<file path="src/rtl/counter_pkg.sv">
// counter_pkg: shared width default and the all-ones maximum helper for the counter.
package counter_pkg;

    localparam int COUNTER_DEFAULT_WIDTH = 8;

    function automatic logic [31:0] max_val(input int width);
        return (width >= 32) ? 32'hFFFF_FFFF : (32'd1 << width) - 32'd1;
    endfunction

endpackage

</file>
<file path="src/rtl/counter_tc.sv">
// counter_tc: terminal-count detection plus next-value and wrap-pulse logic.
// COUNTER_SATURATE_EN holds the count at the maximum and pulses wrap only once.
module counter_tc
    import counter_pkg::*;
#(
    parameter int width_p = COUNTER_DEFAULT_WIDTH
) (
    input  logic [width_p-1:0] count,
    input  logic               en,
`ifdef COUNTER_SATURATE_EN
    input  logic               done,
`endif
    output logic               max,
    output logic [width_p-1:0] next,
    output logic               wrap
);

    localparam logic [width_p-1:0] max_c = width_p'(max_val(width_p));

    always_comb begin
        max = count == max_c;
`ifdef COUNTER_SATURATE_EN
        next = (en && !max) ? count + width_p'(1) : count;
        wrap = en && max && !done;
`else
        next = en ? count + width_p'(1) : count;
        wrap = en && max;
`endif
    end

endmodule

</file>
<file path="src/rtl/counter.sv">
// counter: enabled up-counter with registered wrap pulse and combinational max flag.
// COUNTER_SATURATE_EN selects saturation at the maximum instead of wrapping to 0.
module counter
    import counter_pkg::*;
#(
    parameter int width_p = COUNTER_DEFAULT_WIDTH
) (
    input  logic               clk_i,
    input  logic               reset_i,
    input  logic               en_i,
    output logic [width_p-1:0] count_o,
    output logic               wrap_o,
    output logic               max_o
);

    logic [width_p-1:0] next;
    logic               wrap;
`ifdef COUNTER_SATURATE_EN
    logic               done;
`endif

    counter_tc #(.width_p(width_p)) u_tc (
        .count (count_o),
        .en    (en_i),
`ifdef COUNTER_SATURATE_EN
        .done  (done),
`endif
        .max   (max_o),
        .next  (next),
        .wrap  (wrap)
    );

    always_ff @(posedge clk_i) begin
        if (reset_i) begin
            count_o <= '0;
            wrap_o  <= 1'b0;
        end else begin
            count_o <= next;
            wrap_o  <= wrap;
        end
    end

`ifdef COUNTER_SATURATE_EN
    // Remembers that the saturation pulse has fired; only reset re-arms it.
    always_ff @(posedge clk_i) begin
        if (reset_i)
            done <= 1'b0;
        else if (wrap)
            done <= 1'b1;
    end
`endif

endmodule

</file>
<file path="config.mk">
export PLATFORM = sky130hd
export DESIGN_NAME = counter
export DESIGN_NICKNAME = d
export VERILOG_FILES = /design/src/rtl/counter_pkg.sv /design/src/rtl/counter_tc.sv /design/src/rtl/counter.sv
export SDC_FILE = /design/constraint.sdc
export NUM_CORES = 1
export LEC_CHECK = 0
export CAP_MARGIN = 30
export CORE_AREA = 2 2 39 41
export DETAILED_ROUTE_END_ITERATION = 12
export DIE_AREA = 0 0 41 43
export GPL_TIMING_DRIVEN = 0
export PLACE_DENSITY = 0.62
export SLEW_MARGIN = 20
export SYNTH_ARGS = -nofsm -noshare
export SYNTH_HDL_FRONTEND = slang
export SYNTH_SLANG_ARGS = --single-unit
</file>
<file path="constraint.sdc">
create_clock -name clk_i -period 2.4 [get_ports clk_i]
set_input_delay 0.36 -clock clk_i [delete_from_list [all_inputs] [get_ports clk_i]]
set_output_delay 0.36 -clock clk_i [all_outputs]
set_load 0.05 [all_outputs]
</file>
Word level (Yosys, flattened, before mapping)
Index checks and enable logic that the tools add are counted.

Bits of input ports: 3. Flip-flop bits (word level): 9. Bits in latches: 0. RAM bits: 0. Memories: 0. Output and inout port bits: 10. ROM bits: 0. Word-level logic and storage cells: 5.

Add/subtract/negate cells: 1. Shifts and indexed selects: 0. Multiply operators: 0. Muxes and demuxes: 0. Reductions and logical operators: 1. Bitwise operators: 0. Eq/ne operators: 1. Divide/modulo/power cells: 0. Order comparisons: 0.

Operators by type and width (number): adder 8 x 1 -> 8 bit (second input constant) (1); equality test 8 bit (second input constant) (1); logical AND 1 bit (1).

Logic depth before layout (Yosys ltp)
Gate-level depths: netlist of the first run.

Depth after elaboration: 2. Gate-level depth with buffers: 4. Depth with buffers taken out: 4.

By module
A second synthesis of the first run with hierarchy kept.

Cell total of the unflattened synthesis: 39. Area total of the unflattened synthesis: 382.9 sq um.

By module, submodules not included: counter (cells an instance 18, area an instance 236.5 sq um, sequential area each 180.2 sq um, times used 1); counter_tc (cells an instance 21, area an instance 146.4 sq um, sequential area each 0.0 sq um, times used 1).

Least setup slack after synthesis of the first run
Ideal clock, no wire load.

Kind: register -> output. Start point: register count_o[0]. End point: output port max_o. Setup slack: -0.112 ns. Data arrival time: 2.152 ns. Cell stages (with the launch flop): 4. Required time: 2.040 ns. Path buffers: 0. Path through: dfxtp_1 -> ha_1 -> nand3_1 -> nor3_1.

Longest elaborated chain between the ends: 1.

RTL lines: start, declared (line counter.sv:11) `output logic [width_p-1:0] count_o,`; start signal, assigned (line counter.sv:38) `count_o <= next;`; equality test 8 bit (line counter_tc.sv:21) `max = count == max_c;`; end, declared (line counter.sv:13) `output logic max_o`.

Every way passes these cells.

Final worst setup path of the first run
Ends and elaborated chain as after synthesis.

==> reports/results.ini, run 1 <==
[run_status]
status=finished, final reports clean

[final_layout]
antennaDiodeCount=0
final-seq-area_sq_um=180.2
layout_common_cells=9 x dfxtp_1, 9 x clkdlybuf4s50_1, 5 x nor2_1
drive_above_1_share_pct=12.28
nets=62
area_growth_pct=39.68
fillers=155
multi_input_area_sq_um=197.7
instances_no_fill=73

[clock_tree]
cts_buffers=3
clock_path_buffers=2
clock_latency_ns=0.26
clkTransAtPathRegs_ns=0.06
cts-root-buf=clkbuf_4
tritoncts=yes
cts_hold_buf=0
htree_levels=1
cts_sinks=9

[timing]
fmax_mhz=515.5
grt_setup_unrepaired=false
setup_tns_ns=0
finalCritPeriodShare_pct=80.82
relSlewSlack_pct=66.65
min_period_ns=1.940
slew_viol_final=0
hold_viol_final=0
setup_violations=0
fin_worst_skew_ns=0.001859
tightest_slew_ns=0.4987

[synthesis]
synth_area_leaders=dfxtp_1 46%, nor2_1 4.8%, or3_1 4.8%, xnor2_1 4.5%, xor2_1 4.5%
yosys.area.top_type=dfxtp_1
synth.avg_cell_area_sq_um=9.020
synthDistinctLibCells=19
synth_warnings=0
synth_fp_nets=47
yosysSeqAreaShare_pct=46.45
yosys.area.top_type_share_pct=46.45
syn_area_sq_um=387.9
netlist_instances=43
ys_seq_elements=9

[floorplan]
rows=14
io_pins=13
fp.dieH_um=43
core_sq_um=1384
die_area_sq_um=1763
die_x_um=41
initial_core_util_pct=28.03

[drt]
wl_um=771
vias_per_cell=4.740
wl_per_cell_um=10.56
drc=0
dr.pass1.iters=4
vias=346
drt-initial-drc-count=5
ant_nets=0

[critical_path]
endpoint_kind=output pin
reg2reg_depth=4
crit_arrival_ns=1.58
worstSetupPathType=flop to output pin
startpoint_type=flop
reg2reg_slack_ns=1.15
r2r-start=count_o[0]
rr_endpoint=count_o[6]
cp_max_fo=4
crit_required_ns=2.04

[pwr]
p_per_area_nw_per_um2=576.0
leakage_nw=0.2069
peakVddDrop_mv=0.2475
total_power_uw=312.1

[global_route]
grt_use_total_pct=10.16
grt_pass1_vias=301
grt_antenna_before_repair=0
grt_pass1_wl_um=1193
overflow=0
grt_max_degree=10

[hold_path]
hp-class=primary input to flop
hold_start=en_i
whs_endpoint=wrap_o
hold_path_depth=3

[placed_design]
dp_hpwl_um=580.6
port_buffers=10
place_inst=69
gp_congestion=0.6176

[run]
maxCapViolations=0

-- area by class of cell --
| class | count | area share [%] |
|---|---|---|
| flip-flops and latches | 9 | 33.26 |
| inverters | 1 | 0.6928 |
| plain buffers | 2 | 2.079 |
| multi-input cells | 31 | 36.49 |
| repair buffers | 10 | 18.94 |
| well taps | 16 | 3.695 |
| clock buffers | 4 | 4.850 |
-- sequential cells by signal (all words and copies together) (netlist names) --
signal / count
wrap_o: 1
count_o: 8
-- worst max-delay path, cell delays in order (launching register included) --
cell	delay (ns)
dfxtp_1	0.41
ha_1	0.24
nand3_1	0.13
nor3_2	0.11
dlymetal6s2s_1	0.43
-- synth_stat cells, drive strengths merged --
library cell,number
inv,1
nor2,5
clkbuf,1
nor3,1
ha,1
buf,1
nand2,3
xnor2,2
o21ai,3
xor2,2
nor4,1
nand4,3
dfxtp,9
mux2i,1
a21oi,3
nand3,3
or3,3
-- power by group --
part / leakage [nW] / internal, mW / total [mW] / switching [mW]
logic: 0.119 / 0.0124 / 0.0345 / 0.0222
clock network: 0.0150 / 0.0642 / 0.120 / 0.0554
registers: 0.0729 / 0.153 / 0.158 / 0.00490
total: 0.207 / 0.230 / 0.312 / 0.0825
-- what timing repair did --
item | in CTS | in global routing
buffers inserted | 0 | 0
setup endpoints to repair | 0 | 1
gates resized for setup | 0 | 1
endpoints found under the hold margin | 0 | 0
-- how the worst max path moves through the flow --
stage,start,end,slack [ns],cells past startpoint
2_1_floorplan,count_o[0],max_o,0.31,3
3_3_place_gp,count_o[0],max_o,0.36,4
3_5_place_dp,count_o[0],max_o,0.34,4
4_1_cts,count_o[0],max_o,0.05,4
5_1_grt,count_o[0],max_o,0.36,4
6_report,count_o[0],max_o,0.46,4
-- cell families after synthesis --
family          count (synthesis)  share of synthesized area [%]
xor+xnor                        4                          9.034
compound gates                  6                          7.740
simple gates                   19                          27.10
buf+inv                         3                          3.870
flops                           9                          46.45
mux                             1                          2.581
fa+ha+maj                       1                          3.225
-- per-stage QoR --
step / instance area, sq um / hold slack [ns] / setup WS [ns] / utilization, %
after floorplan: 392.9 / 0.6350 / 0.3057 / -
after global placement: 513.0 / 0.4984 / 0.3569 / 37.07
after detailed placement: 513.0 / 0.5214 / 0.3370 / 37.07
after CTS: 539.3 / 0.3733 / 0.04617 / 38.97
after global routing: 541.8 / 0.3901 / 0.3575 / 39.15
final: 541.8 / 0.3745 / 0.4602 / 39.15
-- routing by layer --
layer / up-vias / part of all wire, % / global-route usage (%)
met4: 0 / 2.2 / 6.000
met5: - / 0 / 0
li1: 178 / - / -
met2: 9 / 47 / 16.56
met1: 157 / 46 / 10.68
met3: 2 / 5.2 / 3.141
No activity file was read; power rests on OpenSTA's default activity.
==> run 2: changes to the inputs <==
==> constraint.sdc (replaced) <==
create_clock -name clk_i -period 2 [get_ports clk_i]
set_input_delay 0.3 -clock clk_i [delete_from_list [all_inputs] [get_ports clk_i]]
set_output_delay 0.3 -clock clk_i [all_outputs]
set_load 0.05 [all_outputs]
==> run 2 against run 1 <==
  * Cell count is the same
  * Global-route usage increased by 0.83 points
  * First-iteration DRC count fell by 80%
  * Design area down 0.23%
  * Die area unchanged
  * Sequential share of layout area up 0.077 points
  * Via count stayed put
  * Critical path depth decreased by 3
  * Sequential power increased by 20%
  * Utilization is 0.090 points lower
  * Clock skew increased by 0.0047 ns
  * Highest routed layer unchanged
  * Combinational power grew 19%
  * Critical endpoint is now count_o[3]
==> reports/results.ini, run 2 (same netlist as run 1, synthesis figures left out) <==
[run_status]
status=finished, final reports clean

[floorplan]
initial_core_util_pct=28.03
die_area_sq_um=1763
fp.dieH_um=43
io_pins=13
die_x_um=41
core_sq_um=1384
rows=14

[final_layout]
regMostFlops=count_o
instances_no_fill=73
nets=62
layout_common_cells=9 x dfxtp_1, 9 x clkdlybuf4s50_1, 5 x nor2_1
drive_above_1_share_pct=14.04
final-seq-area_sq_um=180.2
fillers=152
multi_input_area_sq_um=203.9
antennaDiodeCount=0
reg_top3=count_o: 8 flops, wrap_o: 1 flops
area_growth_pct=39.35
largest_register_ffs=8

[pwr]
p_per_area_nw_per_um2=691.7
leakage_nw=0.2068
swShare_pct=26.30
pwr-share-clk_pct=38.4
intPower_uw=275.5
power_frac_comb_pct=11.0
peakVddDrop_mv=0.3550
seqPwrFrac_pct=50.7
p_switching_uw=98.32

[drt]
vias=346
dr.pass1.iters=2
drt-initial-drc-count=1
vias_per_cell=4.740
ant_nets=0
drc=0
wl_per_cell_um=10.70
wl_um=781

[clock_tree]
clock_latency_ns=0.27
post_cts_buffers=0
clkTransAtPathRegs_ns=0.06
clock_path_buffers=2
cts_buffers=3
cts_sinks=9
tritoncts=yes
htree_levels=1
cts-root-buf=clkbuf_4

[hold_path]
hp-class=primary input to flop
hold_path_depth=3

[timing]
hold_viol_final=0
fmax_mhz=539.1
slew_viol_final=0
finalCritPeriodShare_pct=92.74
relSlewSlack_pct=67.11
min_period_ns=1.855
fin_worst_skew_ns=0.006549
setup_violations=0
grt_setup_unrepaired=false
setup_tns_ns=0
tightest_slew_ns=0.4918

[placed_design]
place_inst=69
port_buffers=10
gp_congestion=0.6835
dp_hpwl_um=542.3

[global_route]
grt_antenna_before_repair=0
overflow=0
grt_max_degree=10
grt_pass1_wl_um=1214
grt_use_total_pct=10.99
grt_pass1_vias=298

[critical_path]
cp_slowest_cell=clkdlybuf4s50_1
crit_chain=clkdlybuf4s50_1
cp.depth=1
startpoint_type=flop
worst-path-buf-inv=1
reg2reg_depth=4
max_stage_delay_ns=0.85
worstSetupPathType=flop to output pin
crit_required_ns=1.70
crit_arrival_ns=1.55
endpoint_kind=output pin
critPathTopFamily=buffers and inverters
cp_max_fo=6

[run]
maxCapViolations=0

## run 2: cell count changes in the layout (fill, tap and decap cells not counted)
cell            previous run  this run
buf_2                      0         1
dlymetal6s2s_1             1         0
nor3_2                     1         0
nor3_4                     0         1
## run 2: power by group through the flow
stage          combinational [mW]  sequential [mW]  clock, mW
2_1_floorplan              0.0152            0.208          0
3_3_place_gp               0.0412            0.193          0
3_5_place_dp               0.0414            0.194          0
4_1_cts                    0.0415            0.190      0.150
5_1_grt                    0.0451            0.190      0.162
6_report                   0.0410            0.189      0.143
## run 2: final timing paths
| kind | from | end | slack (ns) |
|---|---|---|---|
| setup / recovery | count_o[3] | count_o[3] | 0.15 |
| hold / removal | en_i | wrap_o | 0.31 |
| hold reg to reg | count_o[7] | count_o[7] | 0.51 |
| setup reg to reg | count_o[0] | count_o[6] | 0.71 |
## run 2: layer usage
| metal | track usage, % | wire [um] | up-vias |
|---|---|---|---|
| met1 | 13.68 | 362 | 152 |
| li1 | - | - | 181 |
| met5 | 0 | 0 | - |
| met2 | 13.44 | 348 | 11 |
| met3 | 6.283 | 46 | 2 |
| met4 | 8.000 | 23 | 0 |
## run 2: cell type report
class / instances / area share (%)
Multi-Input combinational cell: 31 / 37.73
Buffer: 2 / 2.083
Tap cell: 16 / 3.704
Sequential cell: 9 / 33.33
Timing Repair Buffer: 10 / 17.59
Inverter: 1 / 0.6944
Clock buffer: 4 / 4.861
## run 2: what timing repair did
action                                  4_1_cts  5_1_grt
hold buffers                                  0        0
gates resized for setup                       3        2
endpoints found under the setup margin        1        1
## run 2: through the flow
stage	setup WS (ns)	utilization (%)	hold WS, ns	area, sq um	power (mW)
after detailed placement	-0.04686	37.52	0.5041	519.2	0.2351
after floorplan	0.1315	-	0.5750	399.1	0.2231
after CTS	0.08322	39.51	0.3107	546.8	0.3808
final	0.1452	39.06	0.3143	540.5	0.3739
after global routing	0.09311	39.06	0.3155	540.5	0.3976
after global placement	-0.02832	37.52	0.4971	519.2	0.2344
==> RTL change 1: new RTL, config.mk and constraints of run 2 <==
Set the package constant `COUNTER_DEFAULT_WIDTH` to 12 (it was 8).
--- a/src/rtl/counter_pkg.sv
+++ b/src/rtl/counter_pkg.sv
@@ -3,3 +3,3 @@
 
-    localparam int COUNTER_DEFAULT_WIDTH = 8;
+    localparam int COUNTER_DEFAULT_WIDTH = 12;
 
Ports: changed (resized count_o); port bits go from 13 to 17. The function was not compared with the original's and may differ.
==> RTL change 1 against run 2 <==
- sequential cell count grew 4
- total power grew 27%
- worst hold slack gained 0.0097 ns
- highest routed layer unchanged
- largest cell class unchanged
- count of clock-buffer cells in the layout is the same
- synthesized area grew 53%
- sequential power grew 43%
- design area grew 49%
- setup slack lost 0.042 ns
- wire length grew 64%
==> RTL change 1: results (changes against run 2) <==
[placement]
io_buffers=15  ; was 10
placed_cell_area_um2=785  ; was 519 um2
hpwl_um=913  ; was 542 um
gp_congestion=0.670  ; was 0.684
pre_cts_slack_ns=-0.145  ; was -0.0469 ns

[layout]
fin_nets=89  ; was 62
reg_top3=count_o: 12 flops, wrap_o: 1 flops  ; was count_o: 8 flops, wrap_o: 1 flops
drive_gt1_share_pct=19.0  ; was 14.0%
regMostFlops=count_o  ; unchanged
fill_cells=136  ; was 152
design_area_um2=806  ; was 541 um2
diodes=0  ; unchanged

[route]
dr.pass1.iters=4  ; was 2
drt_iter0_markers=7  ; was 1
drt-total-wl_um=1280  ; was 781 um
vias=564  ; was 346

[clock_network]
cts-buffers-inserted=3  ; unchanged
clockBufferDepth=2  ; unchanged
htreeDepth=1  ; unchanged
clk_latency_ns=0.27  ; about the same
clkTransAtPathRegs_ns=0.08  ; was 0.06 ns

[grt]
grtUsageMet2_pct=26.9  ; was 13.4%
use_met1_pct=24.8  ; was 13.7%
grtUsageTotal_pct=18.1  ; was 11.0%
grt_pass1_vias=529  ; was 298
antenna_found_initial=0  ; unchanged
overflow=0  ; unchanged
use_met3_pct=3.14  ; was 6.28%
grt_max_degree=11  ; was 10
grt_first_pass_wirelength_um=2210  ; was 1210 um

[synthesis]
yosys_warnings=0  ; unchanged
ys_async_sr_fraction_pct=0  ; unchanged
synth_common_cells=dfxtp_1, nor2_1, a21oi_1, nand3_1  ; was dfxtp_1, nor2_1
synth_edf_count=0  ; unchanged
synth_area_leaders=dfxtp_1, a21oi_1, o31ai_1, or4_1, nor2_1  ; was dfxtp_1, nor2_1, or3_1, xnor2_1, xor2_1
syn_nets=69  ; was 47
yosysSeqAreaShare_pct=43.8  ; was 46.5%
synth_cell_types=21  ; was 19

[sta]
tightest_slew_ns=0.497  ; was 0.492 ns
clock_skew_ns=0.00242  ; was 0.00655 ns

[hold_path]
hold_path_class=primary input to register  ; unchanged

[setup_path]
cp_max_fo=5  ; was 6
crit_path_max_incr_delay_ns=0.38  ; was 0.85 ns
critical_path.startpoint=count_o[0]  ; was count_o[3]
cp.arrival_ns=1.60  ; was 1.55 ns
critPathSlowestCell=dfxtp_2  ; was clkdlybuf4s50_1

[status]
outcome=finished, final reports clean  ; unchanged

[power_and_ir_drop]
vdd_ir_drop_max_v=0.000309  ; was 0.000355 V
power_leakage_nw=0.275  ; was 0.207 nW

RTL change 1: cell types whose count changed in the layout (fill, tap and decap cells not counted), moves of 2 or more:
cell | before | now
or3_1 | 3 | 0
nor2_1 | 5 | 7
or3_2 | 0 | 2
nand3_1 | 2 | 5
or4_1 | 0 | 4
nand4_1 | 2 | 4
o31ai_1 | 0 | 4
a21oi_1 | 3 | 6
buf_6 | 0 | 2
clkdlybuf4s50_1 | 9 | 14
dfxtp_2 | 0 | 4
RTL change 1: cell type report:
type                       count  area share [%]
buffer                         3            3.26
timing repair buffer          15            18.0
tap                           16            2.48
inverter                       1           0.466
sequential                    13            32.9
multi-input combinational     48            39.6
clock buffer                   4            3.26
RTL change 1: kinds of logic after synthesis:
family / synth area share [%]
AOI/OAI and AO/OA: 11.8
xor gates and xnor gates: 5.90
adders and majority gates: 2.10
buffers and inverters: 5.05
DFF: 43.8
muxes: 3.58
and+or+nand+nor: 27.8
RTL change 1: timing repair:
action / CTS / global route
endpoints found under the hold margin: 0 / 0
resized for setup: 5 / 0
endpoints found under the setup margin: 1 / 0
hold buffers: 0 / 0
setup buffers: 0 / 0
RTL change 1: critical path, delay by kind of cell (launching register included):
kind / cells / cell delay [ns]
flip-flops: 1 / 0.38
AND/OR/NAND/NOR: 2 / 0.42
adder cells (fa/ha/maj): 1 / 0.23
buffers and inverters: 1 / 0.30
RTL change 1: stage by stage:
stage,setup TNS [ns],power [W],cells,hold WS [ns]
2_1_floorplan,0,0.000306,65,0.362
3_3_place_gp,-0.148,0.000322,96,0.484
3_5_place_dp,-0.145,0.000322,96,0.497
4_1_cts,0,0.000487,100,0.320
5_1_grt,0,0.000503,100,0.344
6_report,0,0.000476,100,0.324
RTL change 1: final timing paths:
kind,slack [ns],cells past startpoint,endpoint
worst max-delay path,0.10,4,max_o
worst min-delay path,0.32,3,count_o[0]
worst max register to register,0.42,4,count_o[10]
worst min register to register,0.51,2,count_o[10]
RTL change 1: layer usage:
layer	share of wire, %	vias to the layer above
met1	51	263
met5	0	-
met3	4.8	4
met2	43	16
met4	1.1	0
li1	-	281
RTL change 1: power breakdown:
part	switching, W	internal (W)	total, W
combinational	0.0000285	0.0000174	0.0000459
sequential	0.00000613	0.000264	0.000270
clock	0.0000834	0.0000771	0.000161
==> RTL change 2: new RTL, settings of run 2 <==
Without the edit above. Register the output `max_o`, with the module's reset; this adds one clock of latency there. The other outputs are not delayed to match.
--- a/src/rtl/counter.sv
+++ b/src/rtl/counter.sv
@@ -15,2 +15,4 @@
 
+    logic max_d;
+
     logic [width_p-1:0] next;
@@ -27,3 +29,3 @@
 `endif
-        .max   (max_o),
+        .max   (max_d),
         .next  (next),
@@ -52,2 +54,10 @@
 
+    always_ff @(posedge clk_i) begin
+        if (reset_i) begin
+            max_o <= '0;
+        end else begin
+            max_o <= max_d;
+        end
+    end
+
 endmodule
Function: no difference found for any inputs over 10 cycles, from zero or initial values and one cycle with reset_i high; that may be too few to reach the edited logic, so the function may still have changed.
==> RTL change 2 against run 2 <==
- wire length fell by 5.9%
- critical path type unchanged
- synthesized area increased by 2.3%
- total power is 15% higher
- fmax is 0.46% lower
- sequential share of layout area is 2.9 points higher
- sequential cell count increased by 1
- clock power up 27%
- worst hold slack better by 0.071 ns
- design area up 2.3%
- core utilization grew 0.90 points
- critical path depth stayed put
- final cell count is the same
- via count fell by 2.0%
- highest routed layer is now met3
- setup slack got worse by 0.0086 ns
==> RTL change 2: results (changes against run 2) <==
[layout]
clkCellAreaFrac_pct=6.56  ; was 4.86%
num-multi-input-gates=31  ; unchanged
n_all_buffers=12  ; unchanged
drive_gt1_share_pct=10.5  ; was 14.0%
clkbuf_count=4  ; unchanged
finish.utilization_pct=40.0  ; was 39.1%
inv_count=0  ; was 1
ff_latch_area_um2=200  ; was 180 um2
fill_cells=141  ; was 152
reg_top3=count_o: 8 flops, max_o: 1 flops, wrap_o: 1 flops  ; was count_o: 8 flops, wrap_o: 1 flops
multi_input_area_share_pct=33.9  ; was 37.7%
buf_share_pct=19.7  ; about the same
fin_nets=62  ; unchanged

[synthesis]
yosysSeqAreaShare_pct=50.5  ; was 46.5%
synth_area_leaders=dfxtp_1, xor2_1, nor2_1, or3_1, a21oi_1  ; was dfxtp_1, nor2_1, or3_1, xnor2_1, xor2_1
ys.flop_type=dfxtp_1  ; unchanged
syn_nets=47  ; unchanged
synth_common_cells=dfxtp_1, nor2_1  ; unchanged
synth_cell_types=17  ; was 19

[clock_network]
cts-buffers-inserted=3  ; unchanged
clk_latency_ns=0.26
ctsHoldBuffers=0  ; unchanged
clkTransAtPathRegs_ns=0.07
clock_sinks=10  ; was 9
cts_resized=0  ; was 3

[setup_path]
r2r_cells=4  ; unchanged
endpoint=count_o[2]  ; was count_o[3]
r2r_slack_ns=0.65  ; was 0.71 ns
critical_path.startpoint=count_o[2]  ; was count_o[3]

[grt]
grtUsageTotal_pct=10.7  ; was 11.0%
use_met1_pct=12.9  ; was 13.7%
grtUsageMet2_pct=15.0  ; was 13.4%
grt_max_degree=10  ; unchanged
grt_first_pass_wirelength_um=1240  ; was 1210 um
grt_pass1_vias=285  ; was 298
use_met3_pct=7.85  ; was 6.28%

[route]
wl_met1_um=351  ; was 362 um
dr_wl_met3_um=70  ; was 46 um
drt_iter0_markers=4  ; was 1
viasPerCell=4.64  ; was 4.74
dr_wl_met2_um=313  ; was 348 um
drt-total-wl_um=735  ; was 781 um
top_layer=met3  ; was met4

[hold_path]
hold_depth=2  ; was 3
hp-start=reset_i  ; was en_i

[sta]
clock_skew_ns=0.00140  ; was 0.00655 ns
tightest_slew_ns=0.490  ; was 0.492 ns

[status]
outcome=finished, final reports clean  ; unchanged

[placement]
hpwl_um=539  ; was 542 um
gp_congestion=0.656  ; was 0.684
placed_cell_area_um2=517  ; was 519 um2

[power_and_ir_drop]
power_leakage_nw=0.202  ; was 0.207 nW
vdd_ir_drop_max_v=0.000461  ; was 0.000355 V

-- RTL change 2: power breakdown --
group          internal, W  switching, W  total [W]
logic            0.0000142     0.0000255  0.0000397
registers         0.000203    0.00000592   0.000209
clock network     0.000110     0.0000704   0.000181
-- RTL change 2: cell families after synthesis --
family / after synthesis / synth area share, %
fa+ha+maj: 1 / 3.15
buf+inv: 2 / 2.21
xor+xnor: 4 / 8.83
simple gates: 19 / 25.2
compound gates: 6 / 7.57
flops: 10 / 50.5
mux: 1 / 2.52
-- RTL change 2: worst min-delay path by stage --
stage	endpoint	slack, ns
2_1_floorplan	count_o[1]	0.59
3_3_place_gp	count_o[6]	0.48
3_5_place_dp	count_o[7]	0.50
4_1_cts	count_o[0]	0.39
5_1_grt	count_o[0]	0.41
6_report	count_o[4]	0.39
-- RTL change 2: through the flow --
stage	std cells	setup slack [ns]
final	73	0.137
after global routing	73	0.0869
after CTS	73	0.138
after detailed placement	69	0.428
after global placement	69	0.430
after floorplan	43	0.368
